==> config.mk <==
export PLATFORM = sky130hd
export DESIGN_NAME = imem_loader
export DESIGN_NICKNAME = d
export VERILOG_FILES = /design/src/rtl/imem_loader.sv
export SDC_FILE = /design/constraint.sdc
export NUM_CORES = 1
export LEC_CHECK = 0
export ABC_AREA = 1
export BUFFER_PORTS_ARGS = -buffer_cell sky130_fd_sc_hd__clkbuf_2
export CAP_MARGIN = 20
export CORE_MARGIN = 8
export CORE_UTILIZATION = 64
export CTS_CLUSTER_DIAMETER = 60
export CTS_CLUSTER_SIZE = 10
export DETAILED_ROUTE_END_ITERATION = 7
export PLACE_DENSITY = 0.87
export RECOVER_POWER = 100
export SLEW_MARGIN = 10
export SYNTH_ARGS = -nofsm -noshare
export SYNTH_HDL_FRONTEND = slang
export SYNTH_SLANG_ARGS = --single-unit
==> constraint.sdc <==
create_clock -name clk -period 3.79 [get_ports clk]
set_input_delay 0.379 -clock clk [delete_from_list [all_inputs] [get_ports clk]]
set_output_delay 0.379 -clock clk [all_outputs]
set_load 0.005 [all_outputs]
==> src/rtl/imem_loader.sv <==
// Boot loader: validates a framed byte stream from the UART and writes
// little-endian 32-bit words into the instruction RAM, holding the CPU in reset.
module imem_loader #(
    parameter int ADDR_W  = 8,
    parameter int TIMEOUT = 1_000_000
) (
    input  logic              clk,
    input  logic              reset,
    input  logic              rx_valid,
    input  logic [7:0]        rx_data,
    output logic              mem_we,
    output logic [ADDR_W-1:0] mem_addr,
    output logic [31:0]       mem_wdata,
    output logic              cpu_reset,
    output logic              loading,
    output logic              done,
    output logic              err
);

    localparam logic [7:0]  SYNC     = 8'hA5;
    localparam logic [16:0] DEPTH    = 17'(2 ** ADDR_W);
    localparam int          TW       = $clog2(TIMEOUT + 1);
    localparam logic [TW-1:0] TMO_LAST = TW'(TIMEOUT - 1);

    typedef enum logic [2:0] {
        ST_IDLE,
        ST_CNT_LO,
        ST_CNT_HI,
        ST_DATA,
        ST_CSUM,
        ST_DONE,
        ST_ERR
    } state_t;

    state_t          r_state;
    state_t          w_nxt;
    logic [7:0]      r_cnt_lo;
    logic [15:0]     r_n;
    logic [15:0]     r_widx;
    logic [1:0]      r_bidx;
    logic [31:0]     r_word;
    logic [7:0]      r_csum;
    logic [TW-1:0]   r_tmo;

    logic [15:0]     w_n;
    logic [31:0]     w_word;
    logic            w_in_frame;
    logic            w_last_word;

    assign w_n         = {rx_data, r_cnt_lo};
    // Bytes enter at the top so byte 0 ends up in bits [7:0] after four shifts
    assign w_word      = {rx_data, r_word[31:8]};
    assign w_in_frame  = (r_state == ST_CNT_LO) || (r_state == ST_CNT_HI) ||
                         (r_state == ST_DATA)   || (r_state == ST_CSUM);
    assign w_last_word = (r_bidx == 2'd3) && (r_widx == r_n - 16'd1);

    always_comb begin
        w_nxt = r_state;
        case (r_state)
            ST_IDLE, ST_DONE, ST_ERR: begin
                if (rx_valid && rx_data == SYNC) w_nxt = ST_CNT_LO;
            end
            ST_CNT_LO: begin
                if (rx_valid) w_nxt = ST_CNT_HI;
            end
            ST_CNT_HI: begin
                if (rx_valid) begin
                    if ({1'b0, w_n} > DEPTH) w_nxt = ST_ERR;
                    else if (w_n == 16'd0)   w_nxt = ST_CSUM;
                    else                     w_nxt = ST_DATA;
                end
            end
            ST_DATA: begin
                if (rx_valid && w_last_word) w_nxt = ST_CSUM;
            end
            ST_CSUM: begin
                if (rx_valid) w_nxt = (rx_data == r_csum) ? ST_DONE : ST_ERR;
            end
            default: w_nxt = ST_IDLE;
        endcase
        if (w_in_frame && !rx_valid && r_tmo == TMO_LAST) w_nxt = ST_ERR;
    end

    always_ff @(posedge clk) begin
        if (reset) begin
            r_state   <= ST_IDLE;
            r_cnt_lo  <= '0;
            r_n       <= '0;
            r_widx    <= '0;
            r_bidx    <= '0;
            r_word    <= '0;
            r_csum    <= '0;
            r_tmo     <= '0;
            mem_we    <= 1'b0;
            mem_addr  <= '0;
            mem_wdata <= '0;
            cpu_reset <= 1'b0;
            loading   <= 1'b0;
            done      <= 1'b0;
            err       <= 1'b0;
        end else begin
            r_state   <= w_nxt;
            mem_we    <= 1'b0;
            loading   <= (w_nxt == ST_CNT_LO) || (w_nxt == ST_CNT_HI) ||
                         (w_nxt == ST_DATA)   || (w_nxt == ST_CSUM);
            cpu_reset <= (w_nxt != ST_IDLE) && (w_nxt != ST_DONE);
            done      <= (w_nxt == ST_DONE);
            err       <= (w_nxt == ST_ERR);

            if (w_in_frame && !rx_valid) r_tmo <= r_tmo + 1'b1;
            else                         r_tmo <= '0;

            if (rx_valid) begin
                case (r_state)
                    ST_IDLE, ST_DONE, ST_ERR: begin
                        if (rx_data == SYNC) begin
                            r_csum <= '0;
                            r_bidx <= '0;
                            r_widx <= '0;
                        end
                    end
                    ST_CNT_LO: r_cnt_lo <= rx_data;
                    ST_CNT_HI: r_n      <= w_n;
                    ST_DATA: begin
                        r_word <= w_word;
                        r_csum <= r_csum ^ rx_data;
                        r_bidx <= r_bidx + 2'd1;
                        if (r_bidx == 2'd3) begin
                            mem_we    <= 1'b1;
                            mem_addr  <= ADDR_W'(r_widx);
                            mem_wdata <= w_word;
                            r_widx    <= r_widx + 16'd1;
                        end
                    end
                    default: ;
                endcase
            end
        end
    end

endmodule
Yosys cells after proc, flatten, opt, wreduce, memory -nomap -nowiden
Index checks and enable logic that the tools add are counted.

storage, ports and cells
  output and inout port bits = 45
  bits of input ports = 11
  logic and storage cells = 88
  register bits after elaboration = 150

cells by class
  add/sub/neg operators = 4
  mux-type cells = 18
  bitwise gates (word level) = 4
  reductions and logical operators = 26
  equal/unequal tests = 20
  magnitude comparators = 1

operator list
  cell                     number
  $mux W16                 2
  $pmux W16 S2             1
  $mux W3                  8
  $add A20 B1 Y20 const B  1
  $eq A20 B20 Y1 const B   1
  $eq A3 B3 Y1 const B     6
  $add A16 B1 Y16 const B  1
  $eq A16 B16 Y1           1
  $gt A16 B9 Y1 const B    1
  $logic_not A16 Y1        1
  $pmux W8 S2              1
  $sub A16 B1 Y16 const B  1
  $pmux W3 S5              1
  $eq A3 B2 Y1 const B     4
  $eq A8 B8 Y1             1
  $eq A8 B8 Y1 const B     1
  $mux W8                  1
  $xor A8 B8 Y8            1
  $eq A3 B1 Y1 const B     2
  $logic_and A1 B1 Y1      6
  $logic_or A1 B1 Y1       6
  $reduce_and A2 Y1        3
  $reduce_and A3 Y1        2
  $reduce_or A3 Y1         2
  15 further kinds         18

Longest topological paths before layout
Gate-level depths: netlist (run 1).

  depth in word-level cells = 11
  depth in mapped cells = 17

Worst setup path after synthesis (run 1)
No wires, ideal clock.

  path kind = register -> register
  start point = register r_n[0]
  end point = register err
  setup slack = 1,968 ps
  cell stages (with the launch flop) = 17
  arrival time = 1,758 ps
  library setup time = 64 ps
  path through = dfxtp_1 > inv_1 > ha_1 > inv_1 > nor2_1 > nand2_1 > nand3_1 > nand2_1 > nor2_1 > nand2_1 > nor2_1 > nand3_1 > nand2_1 > nand2_1 > nand2_1 > nand2_1 > nor2_1

between the ends
  word-level cells in the longest chain between the ends = 8

RTL lines
  what                    line  source
  from (decl)             38    logic [15:0] r_n;
  from (signal assigned)  123   ST_CNT_HI: r_n <= w_n;
  $sub A16 B1 Y16         55    assign w_last_word = (r_bidx == 2'd3) && (r_widx == r_n - 16'd1);
  $eq A16 B16 Y1          55
  $logic_and A1 B1 Y1     55
  $logic_and A1 B1 Y1     74    if (rx_valid && w_last_word) w_nxt = ST_CSUM;
  $mux W3                 74
  $pmux W3 S5             59    case (r_state)
  $mux W3                 81    if (w_in_frame && !rx_valid && r_tmo == TMO_LAST) w_nxt = ST_ERR;
  $eq A3 B3 Y1            108   err <= (w_nxt == ST_ERR);
  to (signal assigned)    108
  to (decl)               17    output logic err

No other way between the ends.
A chain may end at the register's enable or synchronous reset.

Worst setup path after layout (run 1)
  start point = register r_state[0]
  end point = register r_widx[4]

between the ends
  word-level cells in the longest chain between the ends = 4
  elaborated cells on any way between the ends = 10

RTL lines
  what                                                                        line  source
  from (decl)                                                                 35    state_t r_state;
  from (signal assigned)                                                      102   r_state <= w_nxt;
  $eq A3 B3 Y1 / $logic_not A3 Y1 (equally long branches)                     114   case (r_state)
  $reduce_or A3 Y1                                                            114
  $ne A2 B2 Y1 (no source line) / $reduce_bool A2 Y1 (equally long branches)  n/a
  $reduce_and A4 Y1 (no source line)                                          n/a
  to (signal assigned)                                                        132   r_widx <= r_widx + 16'd1;
  to (decl)                                                                   39    logic [15:0] r_widx;

Parallel ways exist; a longest one is shown, timed or not.

==> impl_metrics.env, run 1 <==
export IMPL_drv_cap=0
export IMPL_crit_family="simple AND/OR/NAND/NOR gates"
export IMPL_ir_drop_uv=368
export IMPL_grt_ovfl_total=0
export IMPL_avgRoutedWirePerCell_um=15.1
export IMPL_grt_use_total_pct=25.5
export IMPL_utilization_pct=72.9
export IMPL_firstDrtPassIters=5
export IMPL_grt_max_degree=83
export IMPL_drc=0
export IMPL_finalSetupTns_ns=0
export IMPL_final_antenna_net_count=0
export IMPL_die_area_sq_um=13700
export IMPL_slew_headroom_pct=14.4
export IMPL_worst_pin_slew_ns=1.28
export IMPL_cts_root_buf="clkbuf_8"
export IMPL_syn_area_sq_um=6560
export IMPL_post_cts_resize_count=0
export IMPL_syn_inst=910
export IMPL_finalWirelength_mm=16.7
export IMPL_grt_pass1_vias=5948
export IMPL_synth_ff_latch_count=142
export IMPL_cp_end_kind="register"
export IMPL_total_power_mw=3.91
export IMPL_fill_cells=794
export IMPL_portBuffers=55
export IMPL_design_area_sq_um=7390
export IMPL_htree_levels=4
export IMPL_hold_viol=0
export IMPL_critPathBufInv=4
export IMPL_clkTransAtPathRegs_ns=0.07
export IMPL_cts_setup_buffers=0
export IMPL_place_gp_congestion=0.947
export IMPL_antenna_found_initial=0
export IMPL_postSynthAreaPerCell_sq_um=7.21
export IMPL_insertion_delay_ns=0.53
export IMPL_p_leak_nw=3.00
export IMPL_floorplan_initialDensity_pct=64.7
export IMPL_vias=6289
export IMPL_cp_start_kind="register"
export IMPL_drt_first_iter_violations=477
export IMPL_diodes=0
export IMPL_cts_buffer_depth=2
export IMPL_setup_viol=0
export IMPL_die_h_um=117
export IMPL_hold_class="in -> reg"
export IMPL_cp_arrival_ns=3.56
export IMPL_die_w_um=117
export IMPL_syn_to_final_growth_pct=12.7
export IMPL_viasPerCell=5.69
export IMPL_finClkSkew_ns=0.0103
export IMPL_report_final_slew_viol_count=0
export IMPL_cts_buffers=17
export IMPL_crit_fanout=43
export IMPL_slowest_stage="nor2_8"
export IMPL_power_density_nw_per_um2=529
export IMPL_critical_path_max_stage_delay_ns=0.45
export IMPL_cts_hold_buf=0
export IMPL_cts_tree="yes"
export IMPL_num_rows=37
export IMPL_drive_gt1_share_pct=7.94
export IMPL_dpl_hpwl_mm=11.5
export IMPL_fin_crit_ns=3.11
export IMPL_num_io_pins=56
export IMPL_grt_pass1_wl_mm=27.8
export IMPL_synth_cell_types=41
export IMPL_cp_data_required_time_ns=4.24
export IMPL_dpl_cell_area_sq_um=6900
export IMPL_rsz0062_at_grt="no"
export IMPL_ys_warn_count=0
export IMPL_cp_cell_sequence="inv_1 > nor3_4 > inv_1 > nor2_8 > inv_4 > nand2_1 > nand2_1 > clkinvlp_2 > nand3_1 > o21ai_0 > nor3b_1"
export IMPL_path_class="reg -> reg"
export IMPL_synthesis_nets=925
export IMPL_outcome="complete, no violations"
export IMPL_cts_sinks=142
export IMPL_fmax_mhz=322
export IMPL_core_area_sq_um=10100
export IMPL_num_nets_final=972
export IMPL_yosysSeqAreaShare_pct=43.3
export IMPL_period_share_pct=82.0
## cell type report
type                       count  area, sq um  share of cell area [%]
clock buffer                  17          414                    5.60
clock inverter                15          188                    2.54
inverter                     115          435                    5.89
multi-input combinational    623         3100                    41.9
sequential                   142         2840                    38.5
tap                          136          170                    2.30
timing repair buffer          58          244                    3.30
## per-stage QoR
| stage | worst slack (ns) | hold slack [ns] | instances |
|---|---|---|---|
| 4_1_cts | 1.04 | 0.184 | 1106 |
| 3_3_place_gp | 1.24 | 0.432 | 1074 |
| 2_1_floorplan | 1.97 | 0.418 | 910 |
| 6_report | 0.683 | 0.184 | 1106 |
| 5_1_grt | 0.375 | 0.208 | 1106 |
| 3_5_place_dp | 1.07 | 0.443 | 1074 |
## cells by family after synthesis
logic type                 count (synthesis)  share of synthesized area (%)
buffers and inverters                    145                           8.51
DFF                                      142                           43.3
xor gates and xnor gates                  31                           4.14
AOI/OAI and AO/OA                        208                           16.2
and+or+nand+nor                          380                           27.1
adders and majority gates                  4                          0.763
## per-layer routing
layer | vias up | track usage (%) | share of wire [%]
li1 | 3079 | - | -
met1 | 2885 | 29.9 | 42
met2 | 252 | 44.1 | 48
met3 | 73 | 6.11 | 6.6
met4 | 0 | 10.2 | 3.8
met5 | - | 0 | 0
## registers in the layout (all words and copies together), names as in the netlist
name	flops
mem_wdata	32
r_word	24
r_tmo	20
r_n	16
r_widx	16
mem_addr	8
r_cnt_lo	8
r_csum	8
r_state	3
r_bidx	2
cpu_reset	1
done	1
err	1
loading	1
mem_we	1
## path summary, 6_finish.rpt
check | slack, ns | endpoint | cells after the start | start
worst min-delay path | 0.18 | r_csum[4] | 4 | rx_data[4]
worst min register to register | 0.45 | r_tmo[0] | 1 | r_tmo[0]
worst max register to register | 0.68 | r_widx[4] | 11 | r_state[0]
worst max-delay path | 0.68 | r_widx[4] | 11 | r_state[0]
## Yosys cell counts
cell type  number  share of area [%]
nor2_1         98                5.6
nand4_1        11                1.0
a21oi_1        99                7.6
inv_1         107                6.1
inv_2           4               0.23
nand2_4         2               0.34
buf_2           2               0.15
nor3_2          5               0.76
and3_1          1              0.095
clkinv_1        2               0.11
nor3_1         18                1.4
o21ai_0        91                6.9
o21bai_1        1               0.11
nand3_2         2               0.31
nor2_8          1               0.31
nor3b_2         3               0.57
xor2_1         20                2.7
nand2_2         1              0.095
nor2_2          6               0.57
nor3_4          1               0.25
o21a_1          2               0.23
and2_1          1              0.095
nand3_1        58                4.4
clkbuf_1       23                1.3
xnor2_1        11                1.5
nor3b_1         1               0.11
nand2_1       150                8.6
clkinv_2        1              0.076
o21ai_1        10               0.76
nand3b_1        2               0.23
ha_1            4               0.76
dfxtp_1       142                 43
buf_1           4               0.23
inv_4           1              0.095
o211ai_1        1               0.11
nand4_2         1               0.19
nor2_4          5               0.86
buf_6           1               0.17
or2_2           6               0.57
nor4_1          7               0.67
a211oi_1        4               0.46
## report_power, final
| part | switching (mW) | internal, mW | leakage, nW | total, mW |
|---|---|---|---|---|
| Clock | 0.723 | 0.973 | 0.299 | 1.70 |
| Sequential | 0.0375 | 1.53 | 1.14 | 1.56 |
| Combinational | 0.450 | 0.205 | 1.56 | 0.655 |
## placed cells by master, fill, tap and decap left out, types with 18 or more instances in the layout
master	netlist	layout
a21oi_1	99	99
clkbuf_1	23	37
clkbuf_2	0	18
dfxtp_1	142	142
inv_1	107	109
nand2_1	150	152
nand3_1	58	60
nor2_1	98	101
nor3_1	18	20
o21ai_0	91	100
xor2_1	20	20
## worst reg2reg max path: cells and delay by family, from the launching register on
family                 cells  cell delay, ns
AOI/OAI and AO/OA          1            0.15
buffers and inverters      4            0.91
DFF                        1            0.39
and+or+nand+nor            6            1.59
Power figures use the tool's default switching activity.
==> run 2, diff against run 1 <==
Settings changed: CORE_UTILIZATION 64 to 60, PLACE_DENSITY 0.87 to 0.82.
Clock period 3.79 ns to 3.3 ns, I/O delays scaled along.
==> run 2 against run 1 <==
Count of clock-buffer cells in the layout is the same. Wire length hardly changed. Non-clock buffer count rose by 3. Sequential cell count stayed put. Critical path depth did not move. Register-to-register slack worse by 0.08 ns. Die area rose by 5.7%. Global-route usage is 2.1 points lower. Largest cell class unchanged. Total power rose by 14%.
==> impl_metrics.env, run 2 (synthesized netlist as in run 1, its figures left out) <==
export IMPL_hold_class="in -> reg"
export IMPL_startpoint="r_state[0]"
export IMPL_r2r_start="r_state[0]"
export IMPL_num_rows=38
export IMPL_die_h_um=121
export IMPL_layout_commonest_cell="nand2_1"
export IMPL_dpl_hpwl_mm=11.6
export IMPL_syn_to_final_growth_pct=13.4
export IMPL_cts_setup_buffers=0
export IMPL_crit_fanout=19
export IMPL_top_regs="mem_wdata x32, r_word x24, r_tmo x20"
export IMPL_finalWirelength_mm=16.7
export IMPL_setup_viol=0
export IMPL_slew_headroom_pct=50.3
export IMPL_firstDrtPassIters=5
export IMPL_die_area_sq_um=14500
export IMPL_ir_drop_uv=402
export IMPL_p_leak_nw=3.03
export IMPL_floorplan_initialDensity_pct=61.0
export IMPL_hold_viol=0
export IMPL_cts_buffer_depth=2
export IMPL_fmax_mhz=372
export IMPL_grt_ovfl_total=0
export IMPL_outcome="complete, no violations"
export IMPL_post_cts_resize_count=0
export IMPL_die_w_um=121
export IMPL_largest_reg_flops=32
export IMPL_final_antenna_net_count=0
export IMPL_report_final_slew_viol_count=0
export IMPL_finalSetupTns_ns=0
export IMPL_place_gp_congestion=0.954
export IMPL_num_io_pins=56
export IMPL_total_power_mw=4.46
export IMPL_drc=0
export IMPL_cp_end_kind="register"
export IMPL_num_nets_final=975
export IMPL_fin_crit_ns=2.69
export IMPL_layout_common_cells="151 x nand2_1, 142 x dfxtp_1, 108 x inv_1"
export IMPL_power_density_nw_per_um2=600
export IMPL_rsz0062_at_grt="no"
export IMPL_worst_pin_slew_ns=0.745
export IMPL_path_class="reg -> reg"
export IMPL_period_share_pct=81.6
export IMPL_cp_data_required_time_ns=3.76
export IMPL_htree_levels=4
export IMPL_drv_cap=0
export IMPL_cts_sinks=142
export IMPL_grt_max_degree=54
export IMPL_hp_start="rx_data[4]"
export IMPL_cts_hold_buf=0
export IMPL_grt_pass1_wl_mm=27.6
export IMPL_grt_use_total_pct=23.4
export IMPL_drive_gt1_share_pct=9.87
export IMPL_cp_arrival_ns=3.16
export IMPL_cts_buffers=17
export IMPL_vias=6144
export IMPL_insertion_delay_ns=0.53
export IMPL_finClkSkew_ns=0.00464
export IMPL_cp_start_kind="register"
export IMPL_portBuffers=55
export IMPL_cts_root_buf="clkbuf_8"
export IMPL_drt_first_iter_violations=465
export IMPL_clkTransAtPathRegs_ns=0.07
export IMPL_viasPerCell=5.52
export IMPL_fill_cells=906
export IMPL_cts_tree="yes"
export IMPL_top_register="mem_wdata"
export IMPL_antenna_found_initial=0
export IMPL_diodes=0
export IMPL_avgRoutedWirePerCell_um=15.0
export IMPL_core_area_sq_um=10700
export IMPL_grt_pass1_vias=5776
## run 2: path summary, 6_finish.rpt
kind | to | slack [ns] | cells after the start
worst max-delay path | r_widx[4] | 0.61 | 11
worst min-delay path | r_csum[4] | 0.14 | 4
worst max register to register | r_widx[4] | 0.61 | 11
worst min register to register | mem_wdata[6] | 0.44 | 2
## run 2: metrics by stage
step                cells  hold WS [ns]  utilization [%]  area, sq um  worst slack, ns
global route         1113         0.145             69.2         7440            0.359
CTS                  1113         0.125             70.0         7520            0.954
global placement     1081         0.431             64.5         6930             1.06
detailed placement   1081         0.436             64.5         6930            0.998
finish               1113         0.135             69.2         7440            0.608
floorplan             910         0.405                -         6560             1.48
## run 2: where the power goes
| part | internal (mW) | leakage [nW] | total (mW) | switching, mW |
|---|---|---|---|---|
| Combinational | 0.237 | 1.60 | 0.747 | 0.511 |
| Sequential | 1.75 | 1.14 | 1.80 | 0.0432 |
| Clock | 1.10 | 0.286 | 1.92 | 0.815 |
| Total | 3.09 | 3.03 | 4.46 | 1.37 |
## run 2: area by class of cell
type	count	area [sq um]	share of cell area (%)
well taps	140	175	2.36
flip-flops and latches	142	2840	38.2
clock inverters	15	179	2.41
repair buffers	61	278	3.74
multi-input cells	623	3110	41.8
clock buffers	17	414	5.57
inverters	115	435	5.86
## run 2: critical path, stage by stage (launching register included)
cell,delay (ns)
dfxtp_1,0.40
inv_1,0.12
nor3_4,0.33
inv_1,0.17
nor2_1,0.24
inv_4,0.16
nand2_4,0.11
nand2_1,0.37
clkinv_2,0.27
nand3_1,0.15
o21ai_0,0.15
nor3b_2,0.16
## run 2: metal layers
layer / vias to the layer above / share of wire [%] / global-route usage (%)
li1: 3070 / - / -
met2: 206 / 48 / 39.9
met4: 0 / 2.3 / 9.52
met5: - / 0 / 0
met3: 33 / 6.1 / 5.03
met1: 2835 / 43 / 28.2
==> run 3, diff against run 2 <==
Settings changed: CORE_UTILIZATION 60 to 54, PLACE_DENSITY 0.82 to 0.78.
Clock period 3.3 ns to 2.2 ns, I/O delays scaled along.
==> run 3 against run 2 <==
Sequential power increased by 50%. Utilization down 4.8 points. Sequential cell count is the same. Critical endpoint is now loading. Largest cell class unchanged. Largest power group unchanged.
==> impl_metrics.env, run 3 (synthesized netlist as in run 1, its figures left out) <==
export IMPL_antenna_found_initial=0
export IMPL_finClkSkew_ns=0.0110
export IMPL_insertion_delay_ns=0.42
export IMPL_grt_pass1_vias=5815
export IMPL_cts_sinks=142
export IMPL_p_leak_nw=3.11
export IMPL_firstDrtPassIters=5
export IMPL_cts_buffers=17
export IMPL_hold_class="in -> reg"
export IMPL_crit_fanout=4
export IMPL_cts_buffer_depth=2
export IMPL_cts_setup_buffers=0
export IMPL_crit_family="simple AND/OR/NAND/NOR gates"
export IMPL_critical_path_max_stage_delay_ns=0.35
export IMPL_grt_use_total_pct=21.1
export IMPL_floorplan_initialDensity_pct=55.1
export IMPL_num_io_pins=56
export IMPL_viasPerCell=5.54
export IMPL_min_to="r_csum[4]"
export IMPL_finalWirelength_mm=16.9
export IMPL_fin_crit_ns=2.08
export IMPL_cp_end_kind="register"
export IMPL_grt_max_degree=58
export IMPL_htree_levels=4
export IMPL_slowest_stage="dfxtp_2"
export IMPL_crit_top_cell="nand2_1"
export IMPL_rr_worst_depth=17
export IMPL_dpl_worst_slack_ns=0.122
export IMPL_ir_drop_uv=620
export IMPL_grt_pass1_wl_mm=27.7
export IMPL_wl_met3_mm=1.00
export IMPL_slew_headroom_pct=60.6
export IMPL_core_area_sq_um=11900
export IMPL_drc=0
export IMPL_drv_cap=0
export IMPL_worst_pin_slew_ns=0.590
export IMPL_die_h_um=126
export IMPL_hp_start="rx_data[4]"
export IMPL_outcome="complete, no violations"
export IMPL_wl_met2_mm=8.02
export IMPL_num_rows=40
export IMPL_cts_root_buf="clkbuf_16"
export IMPL_worst_r2r_endpoint="loading"
export IMPL_hold_viol=0
export IMPL_setup_viol=0
export IMPL_layout_common_cells="143 x nand2_1, 136 x dfxtp_1, 102 x inv_1"
export IMPL_cp_data_required_time_ns=2.56
export IMPL_cts_tree="yes"
export IMPL_dpl_hpwl_mm=11.7
export IMPL_report_final_slew_viol_count=0
export IMPL_cp_start_kind="register"
export IMPL_drt_first_iter_violations=408
export IMPL_cp_arrival_ns=2.44
export IMPL_regToRegSetupSlack_ns=0.12
export IMPL_m1WireLength_mm=7.45
export IMPL_vias=6259
export IMPL_syn_to_final_growth_pct=16.9
export IMPL_diodes=0
export IMPL_top_register="mem_wdata"
export IMPL_r2r_start="r_n[1]"
export IMPL_hold_depth=4
export IMPL_critPathBufInv=3
export IMPL_period_share_pct=94.5
export IMPL_portBuffers=55
export IMPL_top_regs="mem_wdata x32, r_word x24, r_tmo x20"
export IMPL_cp_cell_sequence="inv_2 > ha_4 > inv_2 > nand2_1 > nand2_1 > nand2_1 > nand2_1 > nand3_1 > nor2_1 > nand3_1 > nor2_1 > nand4_1 > nand3_2 > nand2_1 > inv_2 > nand2_1 > nand2_1"
export IMPL_fill_cells=1028
export IMPL_routed_top_layer="met4"
export IMPL_dpl_cell_area_sq_um=7030
export IMPL_largest_reg_flops=32
export IMPL_final_antenna_net_count=0
export IMPL_num_nets_final=985
export IMPL_clkTransAtPathRegs_ns=0.06
export IMPL_design_area_sq_um=7670
export IMPL_fmax_mhz=481
export IMPL_die_area_sq_um=15900
export IMPL_path_class="reg -> reg"
export IMPL_total_power_mw=6.76
export IMPL_drive_gt1_share_pct=13.9
export IMPL_avgRoutedWirePerCell_um=14.9
export IMPL_place_gp_congestion=0.919
export IMPL_setup_slack_ns=0.122
export IMPL_die_w_um=126
export IMPL_layout_commonest_cell="nand2_1"
export IMPL_power_density_nw_per_um2=882
export IMPL_grt_ovfl_total=0
## run 3: worst max-delay path by stage
| stage | from | endpoint | cells after the start |
|---|---|---|---|
| after floorplan | r_n[0] | err | 16 |
| after global placement | r_n[0] | cpu_reset | 15 |
| after detailed placement | r_n[1] | err | 16 |
| after CTS | r_n[1] | err | 16 |
| after global routing | r_n[1] | loading | 17 |
| final | r_n[1] | loading | 17 |
## run 3: power breakdown
group	internal [mW]	switching, mW
Sequential	2.63	0.0743
Combinational	0.405	0.778
Clock	1.62	1.25
Total	4.66	2.10
## run 3: final cells by class
| class | count | area, sq um | share of cell area, % |
|---|---|---|---|
| tap | 147 | 184 | 2.40 |
| clock inverter | 15 | 164 | 2.14 |
| inverter | 115 | 435 | 5.68 |
| sequential | 142 | 2850 | 37.2 |
| clock buffer | 17 | 425 | 5.55 |
| timing repair buffer | 71 | 353 | 4.60 |
| multi-input combinational | 623 | 3260 | 42.5 |
## run 3: metal layers
metal,vias up,global-route usage (%)
li1,3105,-
met1,2904,25.6
met2,214,35.5
met3,36,4.94
met4,0,8.21
met5,-,0
## run 3: through the flow
step	utilization, %	hold slack (ns)	instances	setup TNS [ns]
after floorplan	-	0.295	910	0
after global placement	59.0	0.430	1098	0
after detailed placement	59.0	0.432	1098	0
after CTS	63.9	0.128	1130	0
after global routing	64.4	0.163	1130	-0.0899
final	64.4	0.137	1130	0
## run 3: timing repair
item / 4_1_cts / 5_1_grt
hold buffers: 0 / 0
gates resized for setup: 0 / 39
endpoints found under the setup margin: 0 / 8
## run 3: worst reg2reg max path: cells and delay by family (launching register included)
kind / cells / cell delay, ns
buffers and inverters: 3 / 0.24
flip-flops: 1 / 0.35
AND/OR/NAND/NOR: 13 / 1.25
adder cells (fa/ha/maj): 1 / 0.17
